<file path="config.mk">
export PLATFORM = sky130hd
export DESIGN_NAME = some_logic
export DESIGN_NICKNAME = d
export VERILOG_FILES = /design/src/rtl/some_logic.sv
export SDC_FILE = /design/constraint.sdc
export NUM_CORES = 1
export LEC_CHECK = 0
export CORE_ASPECT_RATIO = 1.1
export CORE_MARGIN = 4
export CORE_UTILIZATION = 52
export DETAILED_ROUTE_END_ITERATION = 8
export PLACE_DENSITY = 0.87
export SLEW_MARGIN = 20
export SYNTH_ARGS = -nofsm -noshare
export SYNTH_HDL_FRONTEND = slang
export SYNTH_SLANG_ARGS = --single-unit
</file>
<file path="constraint.sdc">
create_clock -name clk -period 2.3 [get_ports clk]
set_clock_uncertainty 0.05 [all_clocks]
set_input_delay 0.345 -clock clk [delete_from_list [all_inputs] [get_ports clk]]
set_output_delay 0.345 -clock clk [all_outputs]
set_load 0.005 [all_outputs]
</file>
<file path="src/rtl/some_logic.sv">
// Two-input registered logic unit: per-input synchronizer + deglitch filter,
// runtime-selected Boolean function, edge pulses and saturating high-time counter.

module some_logic_lane #(
  parameter int SYNC_STAGES = 2,
  parameter int FILT_LEN    = 1
) (
  input  logic clk,
  input  logic rst_n,
  input  logic in_i,
  output logic f_o
);
  localparam logic [3:0] FL_LAST = 4'(FILT_LEN - 1);

  logic [SYNC_STAGES-1:0] sync_q;
  logic [3:0]             cnt_q;
  logic                   f_q;
  logic                   s;

  assign s   = sync_q[SYNC_STAGES-1];
  assign f_o = f_q;

  always_ff @(posedge clk or negedge rst_n) begin
    if (!rst_n) begin
      sync_q <= '0;
      cnt_q  <= '0;
      f_q    <= 1'b0;
    end else begin
      for (int i = SYNC_STAGES - 1; i > 0; i--) sync_q[i] <= sync_q[i-1];
      sync_q[0] <= in_i;
      // f only moves once s has disagreed with it for FILT_LEN consecutive cycles
      if (s == f_q) begin
        cnt_q <= '0;
      end else if (cnt_q == FL_LAST) begin
        f_q   <= s;
        cnt_q <= '0;
      end else begin
        cnt_q <= cnt_q + 4'd1;
      end
    end
  end
endmodule

module some_logic #(
  parameter int SYNC_STAGES = 2,
  parameter int FILT_LEN    = 1,
  parameter int CNT_W       = 16
) (
  input  logic             clk,
  input  logic             rst_n,
  input  logic             a,
  input  logic             b,
  input  logic [2:0]       op,
  input  logic             clr_count,
  output logic             c,
  output logic             c_rise,
  output logic             c_fall,
  output logic [CNT_W-1:0] hi_count
);
  localparam int NUM_LANES = 2;

  logic [NUM_LANES-1:0] in_vec;
  logic [NUM_LANES-1:0] f_vec;
  logic                 fa, fb;
  logic                 c_d, c_q, cd_q;
  logic [CNT_W-1:0]     hi_q;

  assign in_vec = {b, a};

  some_logic_lane #(
    .SYNC_STAGES(SYNC_STAGES),
    .FILT_LEN   (FILT_LEN)
  ) u_lane [NUM_LANES-1:0] (
    .clk  (clk),
    .rst_n(rst_n),
    .in_i (in_vec),
    .f_o  (f_vec)
  );

  assign fa = f_vec[0];
  assign fb = f_vec[1];

  always_comb begin
    c_d = fa;
    case (op)
      3'b000:  c_d = fa & fb;
      3'b001:  c_d = fa | fb;
      3'b010:  c_d = fa ^ fb;
      3'b011:  c_d = ~(fa & fb);
      3'b100:  c_d = ~(fa | fb);
      3'b101:  c_d = ~(fa ^ fb);
      3'b110:  c_d = fa & ~fb;
      default: c_d = fa;
    endcase
  end

  always_ff @(posedge clk or negedge rst_n) begin
    if (!rst_n) begin
      c_q  <= 1'b0;
      cd_q <= 1'b0;
      hi_q <= '0;
    end else begin
      c_q  <= c_d;
      cd_q <= c_q;
      if (clr_count)
        hi_q <= '0;
      else if (c_q && (hi_q != {CNT_W{1'b1}}))
        hi_q <= hi_q + 1'b1;
    end
  end

  // Pulses decode two flops only, so they cannot glitch
  assign c        = c_q;
  assign c_rise   = c_q & ~cd_q;
  assign c_fall   = ~c_q & cd_q;
  assign hi_count = hi_q;
endmodule

</file>
* Word-level counts from Yosys, hierarchy flattened
Index checks and enable logic that the tools add are counted.
Cells by class: $add $sub $neg 3, equal/unequal tests 9, muxes and demuxes 7, bitwise gates (word level) 14, reduce and logical (&&, ||, !) cells 7
Operators with widths (number):
- $mux W16 | 2
- $add A16 B1 Y16 const B | 1
- $mux W4 | 4
- $ne A16 B16 Y1 const B | 1
- $eq A3 B3 Y1 const B | 3
- $add A4 B1 Y4 const B | 2
- $logic_not A4 Y1 | 2
- $not A1 Y1 | 8
- $pmux W1 S7 | 1
- $eq A3 B2 Y1 const B | 2
- $and A1 B1 Y1 | 4
- $reduce_and A2 Y1 | 2
- $eq A3 B1 Y1 const B | 1
- $logic_not A3 Y1 | 1
- $eq A1 B1 Y1 | 2
- $reduce_bool A2 Y1 | 1
- $logic_and A1 B1 Y1 | 1
- $or A1 B1 Y1 | 1
- $xor A1 B1 Y1 | 1
Storage, ports and cells: flip-flop bits (word level) 32, bits of input ports 8, output and inout port bits 19, word-level logic and storage cells 49

* Longest topological paths before layout
Gate-level depths: netlist of run 1.
depth after elaboration 4, gate-level depth with buffers 6, mapped depth without buffers 6

* Modules after synthesis
From an unflattened synthesis of run 1, not the netlist that was laid out.
Unflattened totals: cell total of the unflattened synthesis 157, area, all modules 1709.1 sq um
Modules (own cells, without submodules):
- some_logic | times used 1, cells each 111, area an instance 1111.1 sq um, sequential area each 450.4 sq um
- some_logic_lane | times used 2, cells each 23, area an instance 299.0 sq um, sequential area each 175.2 sq um

* Least setup slack after synthesis of run 1
No wires, ideal clock.
path type register -> register, start reg hi_q[9] (netlist: hi_count[9]), end reg hi_q[12] (netlist: hi_count[12]), library setup time 0.078 ns, arrival time 1.556 ns, data required time 2.172 ns, slack 0.616 ns, stages on the path, launching flop included 6, path buffers 1, clock period less this slack 1.684 ns, cell sequence dfrtp_1 -> nand4_4 -> or3_1 -> buf_2 -> or3_1 -> a21oi_1
Between the ends: longest elaborated chain between the ends 3, elaborated cells between the ends (all ways) 6, classes of those cells add/sub: 1; eq/ne: 1; mux: 2; reduce/logical: 2
RTL lines:
- start, declared | line 66 | logic [CNT_W-1:0] hi_q;
- start signal, assigned | line 108 | hi_q <= hi_q + 1'b1;
- $add A16 B1 Y16 / $ne A16 B16 Y1 (equally long branches) | line 108, 107
- $mux W16 / $logic_and A1 B1 Y1 (equally long branches) | line 107 | else if (c_q && (hi_q != {CNT_W{1'b1}}))
- $mux W16 / $reduce_bool A2 Y1 (equally long branches)
Parallel ways exist; a longest one is shown, timed or not. The select of a mux whose other input is x is not followed. A chain may end at the register's enable or synchronous reset.

* Final worst setup path of run 1
start reg c_q (netlist: c), end out c_rise
Between the ends: longest elaborated chain between the ends 1
RTL lines:
- start, declared | line 65 | logic c_d, c_q, cd_q;
- start signal, assigned | line 99 | c_q <= 1'b0;
- start signal, assigned | line 103 | c_q <= c_d;
- $and A1 B1 Y1 | line 114 | assign c_rise = c_q & ~cd_q;
- end, declared | line 56 | output logic c_rise,
No other way between the ends.

==> results of run 1 <==
## sequential cells by signal, summed over array words and instances (netlist names)
name           flops
u_lane.cnt_q       8
u_lane.f_o         2
hi_count          16
u_lane.sync_q      4
c                  1
cd_q               1
## worst reg2reg max path: stages, from the launching register on
cell and delay [ns]:
dfrtp_1 0.53, and4_1 0.38, nand3_1 0.16, or4_1 0.50, a21oi_1 0.15
## report_power, final
part           internal (µW)  switching (µW)  leakage (µW)  total (µW)
combinational           59.9            45.6      0.000416         105
clock                    288             200     0.0000515         488
sequential               578            19.5      0.000428         597
total                    926             265      0.000895        1190
## cell type report
type | count | area (µm²)
Fill cell | 253 | 994.7
Clock inverter | 1 | 30.03
Timing Repair Buffer | 28 | 275.3
Tap cell | 34 | 42.54
Multi-Input combinational cell | 116 | 809.5
Sequential cell | 32 | 800.8
Inverter | 8 | 30.03
Clock buffer | 7 | 65.06
## per-stage QoR
| step | utilization, % | power, µW | cells | instance area, µm² |
|---|---|---|---|---|
| finish | 67.36 | 1191 | 226 | 2053 |
| global route | 67.36 | 1247 | 226 | 2053 |
| CTS | 67.36 | 1211 | 226 | 2053 |
| detailed placement | 64.24 | 715.8 | 218 | 1958 |
| global placement | 64.24 | 710.2 | 218 | 1958 |
| floorplan | - | 648.6 | 161 | 1662 |
## cells in the mapped netlist (2+ instances only)
master	instances	area share, %
o31ai_1	2	0.90
nand2_1	7	1.6
and4_1	2	1.1
nand2b_1	3	1.1
clkbuf_1	2	0.45
dfrtp_1	32	48
inv_1	8	1.8
or3_1	7	2.6
a21oi_1	13	3.9
or4_1	2	0.90
mux2i_1	5	3.0
nor2_1	10	2.3
and3_1	4	1.5
nor3_1	8	2.4
buf_2	2	0.60
nand3_1	6	1.8
nand4_1	4	1.5
ha_1	8	6.0
o211ai_1	2	0.90
o21ai_0	10	3.0
nor2b_1	7	2.6
xnor2_1	4	2.1
mux2_2	4	2.7
## final timing paths
kind                       slack, ns                  end           startpoint  cells past startpoint
max reg2reg                     0.47          hi_count[9]                    c                      4
min in group asynchronous       0.34         hi_count[11]                rst_n                      2
max                             0.33               c_rise                    c                      2
min                             0.31  u_lane[0].sync_q[1]  u_lane[0].sync_q[0]                      0
min reg2reg                     0.31  u_lane[0].sync_q[1]  u_lane[0].sync_q[0]                      0
max in group asynchronous       1.56        u_lane[0].f_o                rst_n                      2
## kinds of logic after synthesis
| group | after synthesis |
|---|---|
| flops | 32 |
| simple gates | 64 |
| compound gates | 29 |
| xor+xnor | 5 |
| buf+inv | 13 |
| mux | 10 |
| fa+ha+maj | 8 |
## metal layers
| metal | wire length [µm] | global-route usage (%) | vias to the layer above |
|---|---|---|---|
| li1 | - | - | 639 |
| met1 | 1373 | 21.46 | 634 |
| met3 | 218 | 4.589 | 8 |
| met4 | 80 | 10.61 | 0 |
| met5 | 0 | 0 | - |
| met2 | 1779 | 35.21 | 37 |
==> summary.md, run 1 <==
| Metric | Value |
|---|---|
| Worst-Skew Late Latency | `0.34 ns` |
| Overall routing resource usage | `19.93%` |
| Post-synth EDFFs | `0` |
| DR pass1 iterations | `4` |
| Gr ovfl total | `0` |
| Num CTS Buffers | `5` |
| Crit start category | `flop` |
| Final Hold Fails | `0` |
| Buf/Inv on CP | `1` |
| Cts hold-fix bufs | `0` |
| Post-DP HPWL | `2521 µm` |
| Status | `completed` |
| Number of synthesized register bits | `32` |
| Height of the die | `67.29 µm` |
| CTS sink cnt | `32` |
| Slew Limit Fails | `0` |
| Mapped cell area | `1662 µm²` |
| Routed WL per cell | `15.27 µm` |
| Yosys warns | `0` |
| Multiplexer area fraction after synthesis | `7.078%` |
| # Max-Cap Violations | `0` |
| Post CTS Setup Buffer Count | `0` |
| Worst-path clk slew | `0.10 ns` |
| Seq/Total Area, Yosys | `48.19%` |
| Post-synth top flop | `dfrtp_1` |
| Antenna diodes | `0` |
| Initial core utilization | `54.52%` |
| Worst path arrival time | `1.57 ns` |
| Starting DRT DRC Count | `63` |
| Largest family of logic cells by synthesized area | `simple AND/OR/NAND/NOR gates` |
| Die ar. | `4165 µm²` |
| Synth Net Count | `177` |
| I/O pins | `27` |
| Initial antenna violation count | `0` |
| Post-Synthesis Cells | `161` |
| Worst slew pin tran | `0.4401 ns` |
| Routed WL | `3451 µm` |
| Worst Path Required | `1.90 ns` |
| Placement Setup Slack | `0.3695 ns` |
| Clock buffer depth | `2` |
| Htree depth | `2` |
| Via density | `5.832` |
| Final WS setup | `0.3344 ns` |
| Post-synthesis adder-cell area fraction | `6.024%` |
| Vias in the first global route | `1372` |
| Setup crit end kind | `primary output` |
| Die extent in x | `61.90 µm` |
| Largest stage delay, worst path | `0.53 ns` |
| Layout cells sized above 1 | `9.375%` |
| CP delay by family, top | `flip-flops` |
| Synth async-reset ratio | `100.0%` |
| F_max | `0.5087 GHz` |
| Final Cycle Share | `85.46%` |
| Leak pwr | `0.0008950 µW` |
| Post-cts repair resize count | `0` |
| Worst path slowest cell | `dfrtp_1` |
| Setup TNS | `0 ns` |
| Area grow syn2layout | `23.57%` |
| Worst VDD drop | `568.4 µV` |
| Routability cong. | `0.8523` |
| Hold_ws | `0.3078 ns` |
| IO Port Bufs | `26` |
| Worst Path Max Fanout | `10` |
| Antenna Violating Nets Remaining | `0` |
| Xor/xnor cell area share of the yosys netlist | `2.636%` |
| WS Path Type | `reg -> out` |
| Min cycle time layout | `1.966 ns` |
| Slew headroom | `70.44%` |
| Core Box Area | `3048 µm²` |
| Compound-cell area share of the yosys netlist | `9.789%` |
| TritonCTS clock tree | `built` |
| Largest net degree at the start of global routing | `33` |
| Root Driver | `clkbuf_4` |
| Min-delay worst type | `reg -> reg` |
| First-pass GRT wire length | `6009 µm` |
| Area fraction in and, or, nand and nor cells after synthesis | `23.19%` |
| Mean Syn Cell Area | `10.32 µm²` |
| Crit-path cells | `nor2b_1 > clkdlybuf4s50_1` |
| P per Cell Area | `580.3 nW/µm²` |
| Commonest non-fill, non-tap cell in the layout | `dfrtp_1` |
| Final setup viols | `0` |
| Synth cell types | `32` |
| Via count | `1318` |
| Post-route DRC | `0` |
| Final net count | `207` |
| Cell Rows | `21` |
| Commonest non-fill, non-tap cells in the layout | `dfrtp_1 (32), clkdlybuf4s50_1 (26), a21oi_1 (13), nor2_1 (10), o21ai_0 (10)` |
| RSZ-0062 raised after global routing | `no` |
Note: power is estimated with default switching activity, not from simulation.
==> run 2, diff against run 1 <==
--- a/config.mk
+++ b/config.mk
@@ -5,11 +5,12 @@
 export SDC_FILE = /design/constraint.sdc
 export NUM_CORES = 1
 export LEC_CHECK = 0
+export ABC_AREA = 1
 export CORE_ASPECT_RATIO = 1.1
 export CORE_MARGIN = 4
-export CORE_UTILIZATION = 52
+export CORE_UTILIZATION = 53
 export DETAILED_ROUTE_END_ITERATION = 8
-export PLACE_DENSITY = 0.87
+export PLACE_DENSITY_LB_ADDON = 0.08
 export SLEW_MARGIN = 20
 export SYNTH_ARGS = -nofsm -noshare
 export SYNTH_HDL_FRONTEND = slang
==> summary.md, run 2 <==
| Metric | Value |
|---|---|
| Status | `completed` |
| Synth area leader | `dfrtp_1` |
| Placement Setup Slack | `0.4850 ns` |
| Worst slew pin tran | `0.5170 ns` |
| Number of synthesized register bits | `32` |
| Crit-path cells | `inv_1 > nor2_1 > clkdlybuf4s50_1` |
| Routability cong. | `0.8803` |
| Die extent in x | `62.87 µm` |
| Worst-Skew Late Latency | `0.33 ns` |
| Setup TNS | `0 ns` |
| Via density | `5.255` |
| Commonest non-fill, non-tap cell in the layout | `nand2_1` |
| Synth top area cells | `dfrtp_1 (46%), nand2_1 (13%), nor2_1 (8.1%)` |
| Vias in the first global route | `1488` |
| Gr ovfl total | `0` |
| Commonest non-fill, non-tap cells in the layout | `nand2_1 (62), nor2_1 (38), dfrtp_1 (32), clkdlybuf4s50_1 (26), inv_1 (22)` |
| Initial antenna violation count | `0` |
| Layout cells sized above 1 | `5.859%` |
| Buf/Inv on CP | `2` |
| Area grow syn2layout | `20.67%` |
| WL met2 | `1685 µm` |
| Slew Limit Fails | `0` |
| Num CTS Buffers | `5` |
| Yosys warns | `0` |
| Initial core utilization | `56.62%` |
| Met3 wire len | `212 µm` |
| Core Box Area | `3100 µm²` |
| Multi-input logic area | `852.1 µm²` |
| TritonCTS clock tree | `built` |
| Post-synth top cells | `nand2_1 (62), nor2_1 (38), dfrtp_1 (32)` |
| First-pass GRT wire length | `6368 µm` |
| Routed WL | `3521 µm` |
| Routed WL per cell | `12.14 µm` |
| Post-Synthesis Cells | `224` |
| Leak pwr | `0.0009678 µW` |
| Final setup viols | `0` |
| Overall routing resource usage | `18.98%` |
| Synth async-reset ratio | `100.0%` |
| Post-DP HPWL | `2621 µm` |
| Worst path slowest cell | `clkdlybuf4s50_1` |
| Final net count | `272` |
| # Max-Cap Violations | `0` |
| Crit start category | `flop` |
| Worst path arrival time | `1.52 ns` |
| Htree depth | `2` |
| Largest net degree at the start of global routing | `33` |
| Max layer used | `met4` |
| P per Cell Area | `499.2 nW/µm²` |
| Worst VDD drop | `350.5 µV` |
| Worst Path Max Fanout | `6` |
| Worst-path clk slew | `0.08 ns` |
| Setup crit end kind | `primary output` |
| RSZ-0062 raised after global routing | `no` |
| Starting DRT DRC Count | `104` |
| Total power | `1057 µW` |
| Most frequent cell after synthesis | `nand2_1` |
| Mean Syn Cell Area | `7.837 µm²` |
| Final Cycle Share | `83.18%` |
| Final WS setup | `0.3869 ns` |
| Worst Path Required | `1.90 ns` |
| Min-delay worst type | `reg -> reg` |
| Post-cts repair resize count | `0` |
| Via count | `1524` |
| Antenna Violating Nets Remaining | `0` |
| Post-route DRC | `0` |
| Height of the die | `68.36 µm` |
| WS Path Type | `reg -> out` |
| Seq. cell area | `800.8 µm²` |
| Metal-1 WL | `1554 µm` |
| Root Driver | `clkbuf_4` |
| CP delay by family, top | `buffers and inverters` |
| Cts hold-fix bufs | `0` |
| DR pass1 iterations | `4` |
| F_max | `0.5227 GHz` |
| Slew headroom | `65.50%` |
| Largest stage delay, worst path | `0.51 ns` |
| Mapped cell area | `1755 µm²` |
| Cell Rows | `21` |
| Fill cells | `276` |
| Final Hold Fails | `0` |
| Clock buffer depth | `2` |
| CTS sink cnt | `32` |
| Max FFs per register | `16` |
| Share of the synthesized area in the top cell type | `45.62%` |
| I/O pins | `27` |
| IO Port Bufs | `26` |
| Min cycle time layout | `1.913 ns` |
| Die ar. | `4298 µm²` |
| Post-synth top flop | `dfrtp_1` |
| Synth cell types | `22` |
| Post CTS Setup Buffer Count | `0` |
| Seq/Total Area, Yosys | `45.62%` |
| Synth Net Count | `240` |
| Post-synth EDFFs | `0` |
| Antenna diodes | `0` |
## run 2: worst register-to-register path, delay by kind of cell, from the launching register on
kind                       cells  cell delay [ns]
adders and majority gates      1             0.21
DFF                            1             0.42
and+or+nand+nor                8             1.05
## run 2: layout make-up
cell class              count  share of cell area, %
inverters                  22                  3.898
clock buffers               7                  3.071
repair buffers             28                  12.99
well taps                  34                  2.008
multi-input cells         167                  40.22
flip-flops and latches     32                  37.80
## run 2: metrics by stage
stage	instance area, µm²	hold WS [ns]	util [%]	cells
after floorplan	1755	-0.0005911	-	224
after global placement	2053	0.2871	66.22	283
after detailed placement	2053	0.2905	66.22	283
after CTS	2118	0.3121	68.32	290
after global routing	2118	0.3178	68.32	290
final	2118	0.3091	68.32	290
## run 2: layer usage
layer  vias up  global-route usage [%]
li1        775                       -
met4         0                   7.989
met2        41                   33.33
met1       698                   22.37
met5         -                       0
met3        10                   4.762
## run 2: path summary, 6_finish.rpt
| kind | from | endpoint | slack [ns] | cells past startpoint |
|---|---|---|---|---|
| worst max-delay path | c | c_rise | 0.39 | 3 |
| worst min-delay path | u_lane[0].sync_q[0] | u_lane[0].sync_q[1] | 0.31 | 0 |
| worst max register to register | hi_count[1] | hi_count[15] | 0.47 | 9 |
| worst min register to register | u_lane[0].sync_q[0] | u_lane[0].sync_q[1] | 0.31 | 0 |
| max in group asynchronous | rst_n | hi_count[4] | 1.54 | 2 |
| min in group asynchronous | rst_n | hi_count[10] | 0.36 | 2 |
## run 2: logic make-up after synthesis
group           synth area share [%]
flops                          45.62
fa+ha+maj                      5.702
simple gates                   33.71
xor+xnor                       4.989
compound gates                 4.134
buf+inv                        5.844
## run 2: power breakdown
part,leakage (µW),internal [µW],switching (µW)
Sequential,0.000427,576,13.8
Combinational,0.000503,51.0,63.4
Clock,0.0000374,173,180
